File: src/rtl/register_file_pkg.sv
// Shared types and helpers for the multi-port register file.
package register_file_pkg;

    typedef enum logic {
        IDLE  = 1'b0,
        SWEEP = 1'b1
    } sweep_state_e;

    // Address width for a given depth; a depth of 2 still needs one bit.
    function automatic int calc_aw(input int depth);
        return (depth > 2) ? $clog2(depth) : 1;
    endfunction

endpackage

File: src/rtl/register_file_sweep.sv
// Sweep-clear engine: walks the pointer across every entry, one per cycle.
module register_file_sweep
    import register_file_pkg::*;
#(
    parameter int DEPTH = 16,
    parameter int AW    = calc_aw(DEPTH)
) (
    input  logic          clock,
    input  logic          reset,
    input  logic          clear,
    output logic          busy,
    output logic          sweep_we,
    output logic [AW-1:0] sweep_addr
);

    localparam logic [AW-1:0] LAST_ADDR = AW'(DEPTH - 1);

    sweep_state_e  state_r;
    logic [AW-1:0] ptr_r;
    logic          busy_r;

    // Sweep state, pointer and busy flag; clear during a sweep is not queued.
    always_ff @(posedge clock or negedge reset) begin
        if (!reset) begin
            state_r <= IDLE;
            ptr_r   <= {AW{1'b0}};
            busy_r  <= 1'b0;
        end else begin
            case (state_r)
                IDLE: begin
                    if (clear) begin
                        state_r <= SWEEP;
                        ptr_r   <= {AW{1'b0}};
                        busy_r  <= 1'b1;
                    end else begin
                        state_r <= IDLE;
                        ptr_r   <= {AW{1'b0}};
                        busy_r  <= 1'b0;
                    end
                end
                SWEEP: begin
                    if (ptr_r == LAST_ADDR) begin
                        state_r <= IDLE;
                        ptr_r   <= {AW{1'b0}};
                        busy_r  <= 1'b0;
                    end else begin
                        state_r <= SWEEP;
                        ptr_r   <= ptr_r + 1'b1;
                        busy_r  <= 1'b1;
                    end
                end
                default: begin
                    state_r <= IDLE;
                    ptr_r   <= {AW{1'b0}};
                    busy_r  <= 1'b0;
                end
            endcase
        end
    end

    assign busy       = busy_r;
    assign sweep_we   = busy_r;
    assign sweep_addr = ptr_r;

endmodule

File: src/rtl/register_file.sv
// Register file with one write port, two registered read ports with
// write-first bypass, and a sequential sweep clear.
module register_file
    import register_file_pkg::*;
#(
    parameter int WIDTH     = 8,
    parameter int DEPTH     = 16,
    parameter bit ZERO_REG0 = 1'b0,
    localparam int AW       = calc_aw(DEPTH)
) (
    input  logic             clock,
    input  logic             reset,
    input  logic             clear,
    output logic             busy,
    input  logic             load,
    input  logic [AW-1:0]    waddr,
    input  logic [WIDTH-1:0] data_in,
    input  logic [AW-1:0]    raddr_a,
    input  logic [AW-1:0]    raddr_b,
    output logic [WIDTH-1:0] data_out_a,
    output logic [WIDTH-1:0] data_out_b
);

    localparam logic [AW:0] DEPTH_EXT = (AW + 1)'(DEPTH);

    logic [WIDTH-1:0] mem_r [DEPTH];
    logic             busy_s;
    logic             sweep_we_s;
    logic [AW-1:0]    sweep_addr_s;
    logic             wr_en_s;

    register_file_sweep #(
        .DEPTH (DEPTH),
        .AW    (AW)
    ) u_sweep (
        .clock      (clock),
        .reset      (reset),
        .clear      (clear),
        .busy       (busy_s),
        .sweep_we   (sweep_we_s),
        .sweep_addr (sweep_addr_s)
    );

    assign busy = busy_s;

    // An address is live when it is in range and not the hard-wired zero entry.
    function automatic logic addr_live(input logic [AW-1:0] addr);
        return ({1'b0, addr} < DEPTH_EXT) && !(ZERO_REG0 && (addr == {AW{1'b0}}));
    endfunction

    // Clear wins over load on the accepting edge; busy blocks loads entirely.
    assign wr_en_s = load && !busy_s && !clear && addr_live(waddr);

    function automatic logic [WIDTH-1:0] read_value(input logic [AW-1:0] addr);
        if (!addr_live(addr)) begin
            return {WIDTH{1'b0}};
        end else if (sweep_we_s && (sweep_addr_s == addr)) begin
            return {WIDTH{1'b0}};
        end else if (wr_en_s && (waddr == addr)) begin
            return data_in;
        end else begin
            return mem_r[addr];
        end
    endfunction

    // Storage array: sweep zeroing and load writes are mutually exclusive.
    always_ff @(posedge clock or negedge reset) begin
        if (!reset) begin
            for (int i = 0; i < DEPTH; i++) begin
                mem_r[i] <= {WIDTH{1'b0}};
            end
        end else if (sweep_we_s) begin
            mem_r[sweep_addr_s] <= {WIDTH{1'b0}};
        end else if (wr_en_s) begin
            mem_r[waddr] <= data_in;
        end
    end

    // Registered read ports with same-edge write bypass.
    always_ff @(posedge clock or negedge reset) begin
        if (!reset) begin
            data_out_a <= {WIDTH{1'b0}};
            data_out_b <= {WIDTH{1'b0}};
        end else begin
            data_out_a <= read_value(raddr_a);
            data_out_b <= read_value(raddr_b);
        end
    end

endmodule
File: config.mk
export PLATFORM = sky130hd
export DESIGN_NAME = register_file
export DESIGN_NICKNAME = d
export VERILOG_FILES = /design/src/rtl/register_file_pkg.sv /design/src/rtl/register_file_sweep.sv /design/src/rtl/register_file.sv
export SDC_FILE = /design/constraint.sdc
export NUM_CORES = 1
export LEC_CHECK = 0
export BUFFER_PORTS_ARGS = -buffer_cell sky130_fd_sc_hd__buf_2
export CAP_MARGIN = 20
export CORE_MARGIN = 10
export CORE_UTILIZATION = 55
export CTS_BUF_LIST = sky130_fd_sc_hd__clkbuf_8
export DETAILED_ROUTE_END_ITERATION = 6
export PLACE_DENSITY = 0.76
export SKIP_LAST_GASP = 1
export SLEW_MARGIN = 25
export SYNTH_ARGS = -nofsm -noshare
export SYNTH_HDL_FRONTEND = slang
export SYNTH_SLANG_ARGS = --single-unit
File: constraint.sdc
create_clock -name clock -period 1.8 [get_ports clock]
set_input_delay 0.09 -clock clock [delete_from_list [all_inputs] [get_ports clock]]
set_output_delay 0.09 -clock clock [all_outputs]
set_load 0.005 [all_outputs]
[Word level (Yosys, flattened, before mapping)]
Index checks and enable logic that the tools add are counted.
Word-level totals
  register bits: 149
  input bits: 24
  output and inout bits: 17
  word-level logic and storage cells: 72
Cells by class
  add/sub/neg operators: 1
  magnitude comparators: 6
  eq/ne operators: 5
  multiplexer cells: 22
  bitwise operators: 7
  reductions and logical operators: 11
Operators by type and width (number)
  128-bit 2-to-1 mux: 2
  128-bit bitwise AND: 1
  128-bit bitwise mux: 1
  128-bit inverter: 1
  8-bit 2-to-1 mux: 10
  8-bit binary-select mux with 4-bit select: 2
  8-bit demux with 4-bit select: 2
  5-bit greater-or-equal comparator, second input constant: 4
  4-bit inverter with 5-bit output: 4
  4-bit == test: 4
  5-bit by 1-bit less-than comparator with 1-bit output, second input constant: 2
  1-bit logical AND: 8
  4-bit one-hot mux with 2 select lines: 1
  4-bit by 1-bit adder with 4-bit output, second input constant: 1
  4-bit == test, second input constant: 1
  4-bit 2-to-1 mux: 1
  1-bit zero test: 2
  1-bit 2-to-1 mux: 2
  1-bit one-hot mux with 2 select lines: 1
  2-bit nonzero test: 1
  1-bit inverter: 1

[Longest topological paths before layout]
  depth after elaboration: 8
  gate-level depth with buffers: 7
  mapped depth without buffers: 5

[Cells and area by module]
From an unflattened synthesis, not the netlist that was laid out.
Second synthesis, totals
  cells, all modules: 552
  area total of the unflattened synthesis: 7807.5 um^2
Modules (own cells, without submodules)
  register_file: instances 1, cells each 534, area each 7592.3 um^2, seq. area each 3603.5 um^2
  register_file_sweep: instances 1, cells each 18, area each 215.2 um^2, seq. area each 125.1 um^2

[Worst setup path after synthesis]
No wires, ideal clock.
  path kind: register to register
  start point: register u_sweep.busy_r, in the netlist u_sweep.busy
  end point: register mem_r[56] (netlist name)
  setup time: 0.121 ns
  arrival: 1.746 ns
  data required time: 1.679 ns
  slack: -0.067 ns
  stages on the path, launching flop included: 6
  buffers on the path: 1
  clock period less this slack: 1.867 ns
  path through: dfrtp_1 -> or4b_1 -> buf_6 -> nor4_4 -> a21oi_2 -> a22o_1
On the way
  cells in the longest elaborated chain, start to end: 4
  elaborated cells on any way between the ends: 5
  those cells by class: mux: 1; reduce/logical: 4
Ends and longest elaborated chain
  start, declared: RTL line register_file_sweep.sv:20  | logic busy_r;
  start signal, assigned: RTL line register_file_sweep.sv:27  | busy_r <= 1'b0;
  start signal, assigned: RTL line register_file_sweep.sv:34  | busy_r <= 1'b1;
  start signal, assigned: RTL line register_file_sweep.sv:38  | busy_r <= 1'b0;
  1-bit zero test: RTL line register_file.sv:52  | assign wr_en_s = load && !busy_s && !clear && addr_live(waddr);
  1-bit logical AND (2 in a row): RTL line register_file.sv:52
  2-bit nonzero test (no source line)
  end signal, assigned by index: RTL line register_file.sv:70  | mem_r[i] <= {WIDTH{1'b0}};
  end signal, assigned by index: RTL line register_file.sv:73  | mem_r[sweep_addr_s] <= {WIDTH{1'b0}};
  end signal, assigned by index: RTL line register_file.sv:75  | mem_r[waddr] <= data_in;
  end, declared: RTL line register_file.sv:26  | logic [WIDTH-1:0] mem_r [DEPTH];
Several ways; a longest one is shown, not always the timed one.
A chain may end at the register's enable or synchronous reset.

[Final worst setup path]
  start point: register u_sweep.busy_r, in the netlist u_sweep.busy
  end point: register mem_r[111] (netlist name)
Same word-level chain as after synthesis.

==> results.md <==
- Root Buffer Master: clkbuf_8
- Crit-path leading delay family: simple AND/OR/NAND/NOR gates
- FF+latch count, synth: ~150
- Clock sinks: 149
- Antenna fix cells: 0
- CP startpoint: u_sweep.busy
- Share of layout cells above drive strength 1: a little over a third
- # IOs: between 40 and 50
- Async SR Flop Fraction: 100%
- Worst path depth: 4
- Period utilization: around 100%
- Clock-pin slew on the worst setup and hold paths: about 0.080 ns
- Worst slew margin: 53.3%
- Crit path capture type: flop
- Mapped Area: 7840 µm²
- Critical path type: reg -> reg
- Critical Path RT: about 2.2 ns
- Min Clock Period, post-route: between 1.5 and 2 ns
- Pwr dens: slightly below 1000 nW/µm²
- Area Growth Syn to Fin: 15.7%
- Unrepaired setup endpoints after global routing: true
- Vias: 5991
- Initial antenna violation count: 0
- Detailed router's first-iteration violation count: approximately 770
- First-pass GRT wire length: around 36 mm
- Final Max Slew Viols: 0
- Critical Path Slowest Stage Cell: or4b_4
- Hold Path Depth: 3
- CTS tree: yes
- Die extent in y: 139 µm
- Max_cap viols: 0
- Core ar.: 13900 µm²
- Synth top area cells: dfrtp_1, mux4_2, a22o_1
- Hold Fails Final Rpt: 0
- Startpoint types: flop
- CP max stage delay: 0.64 ns
- Power Total: 8.95 mW
- Yosys cell types: 40
- Syn avg cell area: approximately 14 µm²
- Number of synthesized flops with an enable pin: 0
- Slew @ Worst Pin: around 0.7 ns
- Final setup vio count: 0
- Leading area contributor after synthesis: dfrtp_1
- Worst-path cell chain: or4b_4 -> nor3_4 -> a21oi_2 -> a22o_1
- Synth Warn #: 0
- DIE AREA: 19400 µm²
- Buf+Inv Stages, Crit Path: 0
- Fin area: slightly above 9000 µm²
- Worst IR Drop VDD: 0.586 mV
- Num CTS Buffers: 17
- Die X: about 140 µm
- Drt total wl: ~23 mm
- Vias per cell: around 7.3
- # DRC: 0
- Min-delay worst type: in -> reg
- Vias in the first global route: around 6000
- Clock buffer depth: 2
- FP Rows: 43
- RD Place Congestion: between 0.9 and 1
- Final ANT Viol Nets: 0
- DRT Pass-1 Iters: 5
- Placed inst area: roughly 8500 µm²
- Worst-skew pair later-pin latency: approximately 0.48 ns
- Arrival time worst endpoint: between 2 and 2.5 ns
- Placed insts: around 780
- Final non-filler cell total: roughly 820
- Main flop type after synthesis: dfrtp_1
- Largest net degree at the start of global routing: 50
- Crit-path max FO: 8
- PortBufs: 40
- Status: finished, final reports clean
- Mapped Nets: ~590
- Reg2Reg Depth: 4
- HPWL Detailed: approximately 16 mm
- Register area share after synthesis: between 40% and 50%
- DR WL/cell: ~29 µm
- Total GRT Usage: about a quarter
- Grt ovf: 0
- Clock Skew: 0.0121 ns
- Fin nets: about 650
- R2R Path Start: u_sweep.busy
- Initial Util: about 56%
- Pleak: slightly above 4 nW
- Post-synth top area share: 47.6%
- Htree depth: 4
- Fmax: roughly 560 MHz
- Cells after Synth: 560
- Hold path start: data_in[4]
[metrics by stage]
stage | hold WS, ns | setup TNS, ns | util (%) | setup slack, ns
floorplan | -0.206 | -1.77 | - | -0.0634
global placement | 0.0669 | -2.32 | 61.3 | -0.0908
detailed placement | 0.0708 | -2.17 | 61.3 | -0.0806
CTS | 0.0646 | -0.0109 | 64.9 | -0.00498
global route | 0.107 | -1.47 | 65.1 | -0.0720
finish | 0.0753 | 0 | 65.1 | 0.000828
[worst paths after layout]
path                       slack [ns]                    end
setup / recovery               0.0008             mem_r[111]
hold / removal                   0.08          data_out_b[4]
setup reg to reg               0.0008             mem_r[111]
hold reg to reg                  0.51  u_sweep.sweep_addr[0]
max in group asynchronous        1.07              mem_r[20]
min in group asynchronous        0.13              mem_r[37]
[flip-flops by register name, indices dropped and copies added, names as in the netlist]
name and flops:
data_out_a 8, data_out_b 8, mem_r 128, u_sweep.busy 1
u_sweep.sweep_addr 4
[final cells by class]
cell class	instances	area (µm²)
repair buffers	96	748
multi-input cells	355	3910
clock buffers	19	262
well taps	180	225
fillers	989	4860
clock inverters	13	181
inverters	4	20.0
flip-flops and latches	149	3730
[where the power goes]
group	total, mW	internal [mW]	switching (mW)
Clock	2.89	1.58	1.31
Combinational	2.15	0.912	1.24
Sequential	3.90	3.62	0.280
Total	8.95	6.11	2.84
[cell families (layout without fill, tap and decap cells)]
group           after synthesis  count (layout)  share of synthesized area, %
compound gates              197             197                          21.1
xor+xnor                     17              17                          1.90
fa+ha+maj                     4               4                         0.638
buf+inv                      56             132                          3.34
flops                       149             149                          47.6
mux                          64              64                          18.4
simple gates                 73              73                          7.06
[what timing repair did]
item	CTS	global route
pin swaps	2	0
setup buffers	1	0
hold buffers	2	0
hold endpoints to repair	135	0
setup endpoints to repair	65	78
resized for setup	5	7
[worst min-delay path, cell delays in order]
cell and delay, ns:
buf_2 0.23, nand3_1 0.12, o31ai_1 0.07
[placed cells by master (no fill, tap or decap), types with 2 or more instances in the layout]
cell type      netlist  layout
nor2_1              13      12
a22oi_1             16      16
a21oi_4              0       2
and2_1               6       6
nor3b_2              1       3
inv_6                1       2
ha_1                 4       4
buf_2               11      39
nand3_1              9       9
xnor2_1              9       9
nor4_4               4       4
clkbuf_8             0      19
mux4_2              64      64
o31ai_2              0       2
nand2b_1             2       2
a22o_1             152     152
dlygate4sd3_1        0       2
bufinv_16            0       4
nor3_2               6       6
xor2_1               8       8
buf_6                1       2
clkinvlp_4           0       3
nor3_4               6       6
a21oi_1             10       6
nor2b_1              4       4
o31ai_1              8       6
a21oi_2              8      10
buf_4                2      44
dfrtp_1            149     149
inv_1                3       5
nand2_1             12      12
clkinv_4             0       2
buf_12               1       9
[synth_stat cells (2+ instances only)]
cell and n:
nand2_1 12, a22o_1 152, buf_2 11, nor2_1 13, and2_1 6, xnor2_1 9
o31ai_1 8, nor3b_1 3, nor2b_1 4, xor2_1 8, clkbuf_1 23, a21oi_1 10
mux4_2 64, nor3_2 6, nor4_4 4, a21oi_2 8, a22oi_1 16, ha_1 4
nand3_1 9, nor3_4 6, inv_1 3, dfrtp_1 149, buf_1 13, buf_4 2
nand2b_1 2
[metal layers]
metal	global-route usage, %	wire (µm)	up-vias
met5	0	0	-
met4	12.2	1010	0
met3	7.66	2520	68
met2	35.2	10800	444
met1	31.2	8920	3080
li1	-	-	2399
No activity file was read; power rests on OpenSTA's default activity.
